**config.mk**
```make
export PLATFORM = sky130hd
export DESIGN_NAME = sdram_port_queue_flat
export DESIGN_NICKNAME = d
export VERILOG_FILES = /design/src/rtl/sdram_port_queue_if.sv /design/src/rtl/sdram_port_queue.sv /design/src/flat_wrapper.sv
export SDC_FILE = /design/constraint.sdc
export NUM_CORES = 1
export LEC_CHECK = 0
export ABC_AREA = 1
export CORE_UTILIZATION = 50
export CTS_CLUSTER_DIAMETER = 150
export DETAILED_ROUTE_END_ITERATION = 6
export DONT_BUFFER_PORTS = 1
export HOLD_SLACK_MARGIN = 0.03
export PLACE_DENSITY_LB_ADDON = 0.08
export SKIP_CTS_REPAIR_TIMING = 1
export SYNTH_ARGS = -nofsm -noshare
export SYNTH_HDL_FRONTEND = slang
export SYNTH_SLANG_ARGS = --single-unit
```
**constraint.sdc**
```tcl
create_clock -name clk -period 3.9 [get_ports clk]
set_input_delay 0.39 -clock clk [delete_from_list [all_inputs] [get_ports clk]]
set_output_delay 0.39 -clock clk [all_outputs]
set_load 0.02 [all_outputs]
```
**src/rtl/sdram_port_queue_if.sv**
```systemverilog
// sdram_port_queue_if: host request/response and SDRAM controller port signals of the port queue.
// Latency: none (wires only).
// Backpressure: carried by req_ready (host side) and port_available (controller side).
interface sdram_port_queue_if #(
   parameter int ADDR_WIDTH = 21,
   parameter int DATA_WIDTH = 32,
   parameter int BE_WIDTH   = 4,
   parameter int DEPTH      = 4
);
   localparam int CW = $clog2(DEPTH) + 1;

   // host side
   logic                  req_valid;
   logic                  req_ready;
   logic                  req_we;
   logic [ADDR_WIDTH-1:0] req_addr;
   logic [DATA_WIDTH-1:0] req_data;
   logic [BE_WIDTH-1:0]   req_be;
   logic                  rsp_valid;
   logic [DATA_WIDTH-1:0] rsp_data;
   logic [CW-1:0]         count;
   logic                  timeout_err;

   // controller side
   logic [ADDR_WIDTH-1:0] port_addr;
   logic [DATA_WIDTH-1:0] port_data;
   logic [BE_WIDTH-1:0]   port_byte_en;
   logic                  port_wr;
   logic                  port_rd;
   logic                  port_available;
   logic                  port_ready;
   logic [DATA_WIDTH-1:0] port_q;

   // the queue itself
   modport slave (
      input  req_valid, req_we, req_addr, req_data, req_be,
      input  port_available, port_ready, port_q,
      output req_ready, rsp_valid, rsp_data, count, timeout_err,
      output port_addr, port_data, port_byte_en, port_wr, port_rd
   );

   // host plus controller environment around the queue
   modport master (
      output req_valid, req_we, req_addr, req_data, req_be,
      output port_available, port_ready, port_q,
      input  req_ready, rsp_valid, rsp_data, count, timeout_err,
      input  port_addr, port_data, port_byte_en, port_wr, port_rd
   );
endinterface

```
**src/rtl/sdram_port_queue.sv**
```systemverilog
// sdram_port_queue: FIFO of host read/write requests issued one at a time to an SDRAM controller port.
// Latency: accept at edge C -> port strobe in the cycle after edge C+1; read data pulsed the cycle after port_ready.
// Backpressure: req_ready = !full; port_available stalls issue. Optional WAIT watchdog: SDRAM_PORT_QUEUE_TIMEOUT_EN.
module sdram_port_queue #(
   parameter int ADDR_WIDTH     = 21,
   parameter int DATA_WIDTH     = 32,
   parameter int BE_WIDTH       = 4,
   parameter int DEPTH          = 4,
   parameter int TIMEOUT_CYCLES = 1024
) (
   input  logic              clk,
   input  logic              reset,
   sdram_port_queue_if.slave bus
);
   localparam int PW = $clog2(DEPTH);
   localparam int CW = PW + 1;

   if (DEPTH < 2 || (DEPTH & (DEPTH - 1)) != 0 || TIMEOUT_CYCLES < 1) begin : g_param_chk
      $error("sdram_port_queue: DEPTH must be a power of 2 >= 2 and TIMEOUT_CYCLES >= 1");
   end

   typedef struct packed {
      logic                  we;
      logic [ADDR_WIDTH-1:0] addr;
      logic [DATA_WIDTH-1:0] data;
      logic [BE_WIDTH-1:0]   be;
   } entry_t;

   typedef enum logic [1:0] {IDLE, ISSUE, WAIT} state_t;

   entry_t                mem_q [DEPTH];
   logic [PW-1:0]         wr_ptr_q, rd_ptr_q;
   logic [CW-1:0]         count_q;
   state_t                state_q, state_d;
   entry_t                cur_q, cur_d;
   logic                  port_wr_q, port_wr_d;
   logic                  port_rd_q, port_rd_d;
   logic                  rsp_valid_q, rsp_valid_d;
   logic [DATA_WIDTH-1:0] rsp_data_q, rsp_data_d;
   logic                  full, empty, push, pop;
   logic                  timeout_hit;

   assign full  = (count_q == CW'(DEPTH));
   assign empty = (count_q == '0);
   assign push  = bus.req_valid && !full;

   assign bus.req_ready    = !full;
   assign bus.count        = count_q;
   assign bus.port_addr    = cur_q.addr;
   assign bus.port_data    = cur_q.data;
   assign bus.port_byte_en = cur_q.be;
   assign bus.port_wr      = port_wr_q;
   assign bus.port_rd      = port_rd_q;
   assign bus.rsp_valid    = rsp_valid_q;
   assign bus.rsp_data     = rsp_data_q;

   // Queue storage: contents need no reset, emptiness is carried by count_q.
   always_ff @(posedge clk) begin
      if (push) begin
         mem_q[wr_ptr_q] <= '{we: bus.req_we, addr: bus.req_addr, data: bus.req_data, be: bus.req_be};
      end
   end

   // Pointers wrap naturally modulo DEPTH; push+pop in one cycle leaves count unchanged.
   always_ff @(posedge clk) begin
      if (reset) begin
         wr_ptr_q <= '0;
         rd_ptr_q <= '0;
         count_q  <= '0;
      end else begin
         if (push) wr_ptr_q <= wr_ptr_q + PW'(1);
         if (pop)  rd_ptr_q <= rd_ptr_q + PW'(1);
         case ({push, pop})
            2'b10:   count_q <= count_q + CW'(1);
            2'b01:   count_q <= count_q - CW'(1);
            default: count_q <= count_q;
         endcase
      end
   end

`ifdef SDRAM_PORT_QUEUE_TIMEOUT_EN
   localparam int TW = $clog2(TIMEOUT_CYCLES + 1);
   logic [TW-1:0] wait_cnt_q;
   logic          timeout_err_q;

   assign timeout_hit     = (state_q == WAIT) && !bus.port_ready && (wait_cnt_q == TW'(TIMEOUT_CYCLES - 1));
   assign bus.timeout_err = timeout_err_q;

   // Count cycles spent in WAIT; restarts on every new operation.
   always_ff @(posedge clk) begin
      if (reset || state_q != WAIT) wait_cnt_q <= '0;
      else                          wait_cnt_q <= wait_cnt_q + TW'(1);
   end

   // Watchdog flag stays set until reset.
   always_ff @(posedge clk) begin
      if (reset)            timeout_err_q <= 1'b0;
      else if (timeout_hit) timeout_err_q <= 1'b1;
   end
`else
   assign timeout_hit     = 1'b0;
   assign bus.timeout_err = 1'b0;
`endif

   // FSM and registered port/response outputs.
   always_ff @(posedge clk) begin
      if (reset) begin
         state_q     <= IDLE;
         cur_q       <= '0;
         port_wr_q   <= 1'b0;
         port_rd_q   <= 1'b0;
         rsp_valid_q <= 1'b0;
         rsp_data_q  <= '0;
      end else begin
         state_q     <= state_d;
         cur_q       <= cur_d;
         port_wr_q   <= port_wr_d;
         port_rd_q   <= port_rd_d;
         rsp_valid_q <= rsp_valid_d;
         rsp_data_q  <= rsp_data_d;
      end
   end

   // Next state: the head is popped and latched into the port registers on entry to ISSUE,
   // so strobes are high exactly while in ISSUE and the port values hold through WAIT.
   always_comb begin
      state_d     = state_q;
      cur_d       = cur_q;
      port_wr_d   = 1'b0;
      port_rd_d   = 1'b0;
      rsp_valid_d = 1'b0;
      rsp_data_d  = rsp_data_q;
      pop         = 1'b0;
      unique case (state_q)
         IDLE: begin
            if (!empty && bus.port_available) begin
               pop       = 1'b1;
               cur_d     = mem_q[rd_ptr_q];
               port_wr_d = mem_q[rd_ptr_q].we;
               port_rd_d = !mem_q[rd_ptr_q].we;
               state_d   = ISSUE;
            end
         end
         ISSUE: state_d = WAIT;
         WAIT: begin
            if (bus.port_ready) begin
               state_d = IDLE;
               if (!cur_q.we) begin
                  rsp_valid_d = 1'b1;
                  rsp_data_d  = bus.port_q;
               end
            end else if (timeout_hit) begin
               state_d = IDLE;
               if (!cur_q.we) begin
                  rsp_valid_d = 1'b1;
                  rsp_data_d  = '0;
               end
            end
         end
         default: state_d = IDLE;
      endcase
   end
endmodule

```
**src/flat_wrapper.sv**
```systemverilog
// flat-port wrapper written by rule: the top's interface ports become plain ports
module sdram_port_queue_flat 
#(
   parameter int ADDR_WIDTH     = 21,
   parameter int DATA_WIDTH     = 32,
   parameter int BE_WIDTH       = 4,
   parameter int DEPTH          = 4,
   parameter int TIMEOUT_CYCLES = 1024
)
  (clk, reset, bus_req_valid, bus_req_we, bus_req_addr, bus_req_data, bus_req_be, bus_port_available, bus_port_ready, bus_port_q, bus_req_ready, bus_rsp_valid, bus_rsp_data, bus_count, bus_timeout_err, bus_port_addr, bus_port_data, bus_port_byte_en, bus_port_wr, bus_port_rd);
  sdram_port_queue_if #(.ADDR_WIDTH(ADDR_WIDTH), .DATA_WIDTH(DATA_WIDTH), .BE_WIDTH(BE_WIDTH), .DEPTH(DEPTH)) bus_i ();
  input  logic clk;
  input  logic reset;
  input wire logic [$bits(bus_i.req_valid)-1:0] bus_req_valid;
  input wire logic [$bits(bus_i.req_we)-1:0] bus_req_we;
  input wire logic [$bits(bus_i.req_addr)-1:0] bus_req_addr;
  input wire logic [$bits(bus_i.req_data)-1:0] bus_req_data;
  input wire logic [$bits(bus_i.req_be)-1:0] bus_req_be;
  input wire logic [$bits(bus_i.port_available)-1:0] bus_port_available;
  input wire logic [$bits(bus_i.port_ready)-1:0] bus_port_ready;
  input wire logic [$bits(bus_i.port_q)-1:0] bus_port_q;
  output wire logic [$bits(bus_i.req_ready)-1:0] bus_req_ready;
  output wire logic [$bits(bus_i.rsp_valid)-1:0] bus_rsp_valid;
  output wire logic [$bits(bus_i.rsp_data)-1:0] bus_rsp_data;
  output wire logic [$bits(bus_i.count)-1:0] bus_count;
  output wire logic [$bits(bus_i.timeout_err)-1:0] bus_timeout_err;
  output wire logic [$bits(bus_i.port_addr)-1:0] bus_port_addr;
  output wire logic [$bits(bus_i.port_data)-1:0] bus_port_data;
  output wire logic [$bits(bus_i.port_byte_en)-1:0] bus_port_byte_en;
  output wire logic [$bits(bus_i.port_wr)-1:0] bus_port_wr;
  output wire logic [$bits(bus_i.port_rd)-1:0] bus_port_rd;
  assign bus_i.req_valid = bus_req_valid;
  assign bus_i.req_we = bus_req_we;
  assign bus_i.req_addr = bus_req_addr;
  assign bus_i.req_data = bus_req_data;
  assign bus_i.req_be = bus_req_be;
  assign bus_i.port_available = bus_port_available;
  assign bus_i.port_ready = bus_port_ready;
  assign bus_i.port_q = bus_port_q;
  assign bus_req_ready = bus_i.req_ready;
  assign bus_rsp_valid = bus_i.rsp_valid;
  assign bus_rsp_data = bus_i.rsp_data;
  assign bus_count = bus_i.count;
  assign bus_timeout_err = bus_i.timeout_err;
  assign bus_port_addr = bus_i.port_addr;
  assign bus_port_data = bus_i.port_data;
  assign bus_port_byte_en = bus_i.port_byte_en;
  assign bus_port_wr = bus_i.port_wr;
  assign bus_port_rd = bus_i.port_rd;
  sdram_port_queue #(.ADDR_WIDTH(ADDR_WIDTH), .DATA_WIDTH(DATA_WIDTH), .BE_WIDTH(BE_WIDTH), .DEPTH(DEPTH), .TIMEOUT_CYCLES(TIMEOUT_CYCLES)) u_core (.clk(clk), .reset(reset), .bus(bus_i));
endmodule
```
== Yosys cells after proc, flatten, opt, wreduce, memory -nomap -nowiden ==
Memories as Yosys holds them, arrays and structs flattened. A register that Yosys moved wholly into a read port is not among the register bits.
Index checks and enable logic that the tools add are counted.

* $add $sub $neg: 4
* Reduce and logical (&&, ||, !) cells: 13
* Mux-type cells: 11
* Equality and inequality tests: 7
* Bitwise logic cells: 5

{| class="wikitable"
|+ Operators by type and width
! cell !! count
|-
| $mux 2 || 4
|-
| $pmux 2 s3 || 1
|-
| $pmux 3 s2 || 1
|-
| $reduce_or 3->1 || 2
|-
| $mux 1 || 5
|-
| $not 1->1 || 5
|-
| $add 2x1->2 const B || 2
|-
| $eq 2x1->1 const B || 2
|-
| $eq 2x2->1 const B || 2
|-
| $reduce_and 2->1 || 2
|-
| $add 3x1->3 const B || 1
|-
| $eq 3x3->1 const B || 1
|-
| $logic_not 1->1 || 3
|-
| $logic_not 3->1 || 1
|-
| $reduce_and 3->1 || 1
|-
| $sub 3x1->3 const B || 1
|-
| $logic_and 1x1->1 || 2
|-
| $logic_not 2->1 || 1
|-
| $ne 2x1->1 const B || 1
|-
| $ne 2x2->1 const B || 1
|-
| $reduce_bool 2->1 || 1
|}

* Bits in writable memories: 232
* Bits in registers: 102
* Memories kept: 1
* Output and inout port bits: 97

{| class="wikitable"
|+ Memories
! memory !! depth !! bits a word !! rd ports !! clocked after memory_dff !! write ports !! line !! text
|-
| u_core.mem_q || 4 || 58 || 1 || 1 || 1 || sdram_port_queue.sv:31 || <nowiki>entry_t mem_q [DEPTH];</nowiki>
|}

== Logic depth before layout (Yosys ltp) ==
* Depth in word-level cells: 7
* Depth in mapped cells: 13
* Depth with buffers taken out: 11

== Least setup slack after synthesis ==
Ideal clock, no wire load.

* Kind: register to register
* Start: register u_core.count_q[0] (netlist: u_core.bus.count[0])
* End: memory u_core.mem_q[0][0] in the netlist's numbering, enable pin
* Data arrival time: 3431 ps
* Slack: -5 ps
* Period minus slack after synthesis: 3905 ps
* Library setup time: 474 ps
* Required time: 3426 ps
* Cell stages (with the launch flop): 5
* Cell sequence: dfxtp_1 -> nor2_2 -> nand2_1 -> nand2_1 -> nor2_1

* Cells in the longest elaborated chain, start to end: 5

{| class="wikitable"
|+ RTL lines
! item !! line !! text
|-
| start, declared || sdram_port_queue.sv:33 || <nowiki>logic [CW-1:0] count_q;</nowiki>
|-
| start signal, assigned || sdram_port_queue.sv:74 || <nowiki>2'b10: count_q <= count_q + CW'(1);</nowiki>
|-
| start signal, assigned || sdram_port_queue.sv:75 || <nowiki>2'b01: count_q <= count_q - CW'(1);</nowiki>
|-
| start signal, assigned || sdram_port_queue.sv:76 || <nowiki>default: count_q <= count_q;</nowiki>
|-
| $eq 3x3->1 || sdram_port_queue.sv:43 || <nowiki>assign full = (count_q == CW'(DEPTH));</nowiki>
|-
| $logic_not 1->1 || -- ||
|-
| net bus_req_ready || flat_wrapper.sv:22 || <nowiki>output wire logic [$bits(bus_i.req_ready)-1:0] bus_req_ready;</nowiki>
|-
| $logic_and 1x1->1 || sdram_port_queue.sv:45 || <nowiki>assign push = bus.req_valid && !full;</nowiki>
|-
| $mux 1 || sdram_port_queue.sv:59 || <nowiki>if (push) begin</nowiki>
|-
| $mux 1 (not written as such) || sdram_port_queue.sv:60 || <nowiki>mem_q[wr_ptr_q] <= '{we: bus.req_we, addr: bus.req_addr, data: bus.req_data, be: bus.req_be};</nowiki>
|-
| end, declared || sdram_port_queue.sv:31 ||
|}

The timed path passes the listed nets, and every way through them passes these cells.

== Worst setup path after layout ==
* Start: register u_core.count_q[0] (netlist: u_core.bus.count[0])
* End: register u_core.count_q[2] (netlist: u_core.bus.count[2])

{| class="wikitable"
|+ RTL lines
! item !! line !! text
|-
| $eq 3x3->1 (*) || sdram_port_queue.sv:43 ||
|-
| $logic_not 1->1 (*) || -- ||
|-
| net bus_req_ready || flat_wrapper.sv:22 ||
|-
| $logic_and 1x1->1 (*) || sdram_port_queue.sv:45 ||
|-
| $eq 2x1->1 or $eq 2x2->1 (tied branches) || sdram_port_queue.sv:73 || <nowiki>case ({push, pop})</nowiki>
|-
| $pmux 3 s2 or $reduce_bool 2->1 (tied branches) || -- ||
|}

Mark *: on every way through the listed nets, which the timed path passes. The rest lies on a longest branch.
A chain may end at the register's enable or synchronous reset.

==> flow_metrics.env <==
export IMPL_period_share=0.6616
export IMPL_syn_to_final_growth_pct=12.09
export IMPL_finalSetupViolCount=0
export IMPL_setup_ws_ns=1.320
export IMPL_setup_worst_path_class="flip-flop to flip-flop"
export IMPL_drt_iter0_markers=438
export IMPL_timing_setup_tns_ns=0
export IMPL_fin_util=0.5722
export IMPL_worstMarginPinSlew_ns=1.045
export IMPL_floorplan_rows=61
export IMPL_timing_critical_path_slowest_stage_cell="sky130_fd_sc_hd__dfxtp_1"
export IMPL_synthesis_area_um2=14220
export IMPL_buffer_ports_inserted=0
export IMPL_yosys_cell_types_count=26
export IMPL_crit_buf_inv=0
export IMPL_io_pins=192
export IMPL_path_clk_slew_ns=0.06
export IMPL_yosys_warnings=0
export IMPL_max_stage_delay_ns=0.58
export IMPL_worst_path_required_time_ns=4.30
export IMPL_clock_network_latency_to_the_later_pin_of_the_worst_skew_pair_ns=0.52
export IMPL_clock_sink_count=336
export IMPL_cts_tree="yes"
export IMPL_initial_utilization=0.5104
export IMPL_cts_max_path_buffers=3
export IMPL_grt_overflow_total=0
export IMPL_via_count_of_the_first_global_routing_pass=8311
export IMPL_outcome="completed"
export IMPL_critical_path_cell_chain="nor2_2 -> nand2_1 -> nand2_1 -> ha_1 -> fa_1 -> nor2_1 -> nor2_1 -> o21ai_0 -> nor2_1"
export IMPL_global_route_wire_length_before_repair_um=43780
export IMPL_fp_dieArea_um2=29120
export IMPL_via_count=8960
export IMPL_number_of_h_tree_levels=2
export IMPL_gp_routability_congestion=0.6805
export IMPL_drt_antenna_violating_nets=0
export IMPL_syn_instance_count=1553
export IMPL_crit_family="simple AND/OR/NAND/NOR gates"
export IMPL_die_height_um=170.6
export IMPL_fmax_mhz=387.6
export IMPL_drcViolationCount=0
export IMPL_design_power_total_mw=10.68
export IMPL_die_span_x_um=170.6
export IMPL_route_detailed_vias_per_inst=4.588
export IMPL_routedWlPerCell_um=14.46
export IMPL_final_count_of_hold_timing_violations=0
export IMPL_grt_setup_unrepaired="false"
export IMPL_cp_end_kind="flip-flop"
export IMPL_timing_critical_path_mode_cell="sky130_fd_sc_hd__nor2_1"
export IMPL_crit_fanout=8
export IMPL_numCtsBuffers=37
export IMPL_number_of_antenna_violations_at_the_first_check_in_global_routing=2
export IMPL_clock_skew_final_ns=0.01309
export IMPL_worst_slew_margin_rel=0.3034
export IMPL_post_dp_hpwl_um=15390
export IMPL_synth_area_per_cell_um2=9.156
export IMPL_syn_num_nets=1654
export IMPL_pre_cts_ws_ns=1.336
export IMPL_maximum_number_of_pins_on_one_net_before_global_route_repair=89
export IMPL_drt_pre_antenna_iters=5
export IMPL_timing_max_transition_violations_final=0
export IMPL_clk_root_buffer_cell="sky130_fd_sc_hd__clkbuf_16"
export IMPL_drv_cap=0
export IMPL_min_delay_path_class="input pin to flip-flop"
export IMPL_worstSetupStartpointType="flip-flop"
export IMPL_groute_usage_overall=0.1947
export IMPL_critPathArrivalTime_ns=2.98
export IMPL_vdd_ir_drop_max_uv=432.0
export IMPL_design_core_area_um2=27860
export IMPL_synth_sequential_area_ratio=0.6363
export IMPL_power_density_normalized_to_cell_area_nw_per_um2=669.7
export IMPL_share_of_final_layout_standard_cells_stronger_than_drive_strength_1=0.05467
export IMPL_power_static_leakage_nw=7.210
export IMPL_min_period_ns=2.580
export IMPL_postSynthRegisterBits=336
export IMPL_totalWireLength_um=28240
export IMPL_finalNetCount=1645
## power breakdown
group,internal (mW),switching [mW],leakage [nW]
clock,2.19,1.33,0.616
combinational,0.688,1.51,3.61
sequential,4.35,0.607,2.98
total,7.23,3.45,7.21
## flip-flops by register name (all words and copies together), names as in the netlist, named ones only
register	count
u_core.mem_q	232
u_core.bus.count	3
u_core.state_q	2
u_core.bus.port_byte_en	4
u_core.bus.port_wr	1
u_core.wr_ptr_q	2
u_core.bus.port_rd	1
u_core.bus.port_data	32
u_core.rd_ptr_q	2
u_core.bus.rsp_valid	1
u_core.bus.port_addr	21
u_core.bus.rsp_data	32
u_core.cur_q	1
## Yosys cell counts
master                     count  share of area
sky130_fd_sc_hd__conb_1        1        0.00026
sky130_fd_sc_hd__buf_2        31          0.011
sky130_fd_sc_hd__nand3_4       1         0.0012
sky130_fd_sc_hd__fa_1          1         0.0014
sky130_fd_sc_hd__nand4_1       2        0.00088
sky130_fd_sc_hd__clkbuf_1     21         0.0055
sky130_fd_sc_hd__dfxtp_1     104           0.15
sky130_fd_sc_hd__nor2_4        1        0.00079
sky130_fd_sc_hd__o21ai_0      29          0.010
sky130_fd_sc_hd__inv_2         3        0.00079
sky130_fd_sc_hd__nand2_2       1        0.00044
sky130_fd_sc_hd__o21ai_1      10         0.0035
sky130_fd_sc_hd__edfxtp_1    232           0.49
sky130_fd_sc_hd__nor2_2        1        0.00044
sky130_fd_sc_hd__nand3_1     117          0.041
sky130_fd_sc_hd__nor2_1      202          0.053
sky130_fd_sc_hd__nand2_1     413           0.11
sky130_fd_sc_hd__ha_1          5         0.0044
sky130_fd_sc_hd__clkinv_1      1        0.00026
sky130_fd_sc_hd__a21oi_1       2        0.00070
sky130_fd_sc_hd__buf_4        69          0.036
sky130_fd_sc_hd__nor3_1        2        0.00070
sky130_fd_sc_hd__inv_1       300          0.079
sky130_fd_sc_hd__nand3_2       1        0.00070
sky130_fd_sc_hd__buf_6         1        0.00079
sky130_fd_sc_hd__buf_1         2        0.00053
## cell type report
class | count | area (um2)
diodes | 2 | 5.005
clock buffers | 58 | 1129
clock inverters | 10 | 126.4
fillers | 2455 | 11920
inverters | 304 | 1145
multi-input cells | 789 | 3289
flip-flops and latches | 336 | 9054
well taps | 378 | 473.0
repair buffers | 76 | 718.2
## metal layers
metal / track usage / wire (um)
met1: 0.2456 / 13090
met2: 0.3292 / 12980
met3: 0.05459 / 1734
met4: 0.04935 / 429
met5: 0 / 0
## path summary, 6_finish.rpt
check | startpoint | endpoint | slack [ns] | depth (start not counted)
max | u_core.bus.count[0]$_SDFFE_PP0P_ | u_core.bus.count[2]$_SDFFE_PP0P_ | 1.32 | 9
min reg2reg | u_core.cur_q[57]$_SDFFE_PP0P_ | u_core.cur_q[57]$_SDFFE_PP0P_ | 0.48 | 2
min | bus_port_q[28] | u_core.bus.rsp_data[28]$_SDFFE_PP0P_ | 0.03 | 2
max reg2reg | u_core.bus.count[0]$_SDFFE_PP0P_ | u_core.bus.count[2]$_SDFFE_PP0P_ | 1.32 | 9
## placed cells by master, fill, tap and decap left out, types with 3 or more instances in the layout
cell	count
sky130_fd_sc_hd__nand2_1	413
sky130_fd_sc_hd__clkbuf_8	6
sky130_fd_sc_hd__o21ai_1	10
sky130_fd_sc_hd__bufinv_16	3
sky130_fd_sc_hd__edfxtp_1	232
sky130_fd_sc_hd__inv_1	300
sky130_fd_sc_hd__clkinv_2	5
sky130_fd_sc_hd__clkbuf_16	40
sky130_fd_sc_hd__nor2_4	5
sky130_fd_sc_hd__ha_1	5
sky130_fd_sc_hd__buf_4	17
sky130_fd_sc_hd__nand3_1	117
sky130_fd_sc_hd__dlygate4sd3_1	59
sky130_fd_sc_hd__clkbuf_1	12
sky130_fd_sc_hd__nor2_1	198
sky130_fd_sc_hd__dfxtp_1	102
sky130_fd_sc_hd__o21ai_0	29
## worst register-to-register path: stages, from the launching register on
cell                      delay (ns)
sky130_fd_sc_hd__dfxtp_1        0.58
sky130_fd_sc_hd__nor2_2         0.10
sky130_fd_sc_hd__nand2_1        0.23
sky130_fd_sc_hd__nand2_1        0.37
sky130_fd_sc_hd__ha_1           0.36
sky130_fd_sc_hd__fa_1           0.39
sky130_fd_sc_hd__nor2_1         0.15
sky130_fd_sc_hd__nor2_1         0.07
sky130_fd_sc_hd__o21ai_0        0.15
sky130_fd_sc_hd__nor2_1         0.06
## metrics by stage
| stage | cells | cell area (um2) | hold slack [ns] |
|---|---|---|---|
| detailed placement | 1824 | 14090 | 0.4658 |
| global placement | 1824 | 14090 | 0.4640 |
| CTS | 1892 | 15340 | -0.06840 |
| floorplan | 1553 | 14220 | 0.4534 |
| global route | 1952 | 15940 | 0.03085 |
| finish | 1953 | 15940 | 0.03172 |
## cell families (layout without fill, tap and decap cells)
group,Yosys count,in the layout,share of synthesized area
compound gates,41,41,0.01443
simple gates,741,741,0.2087
buf+inv,428,448,0.1344
flops,336,336,0.6363
other cells,1,3,0.0002637
fa+ha+maj,6,6,0.005807
Power figures use the tool's default switching activity.
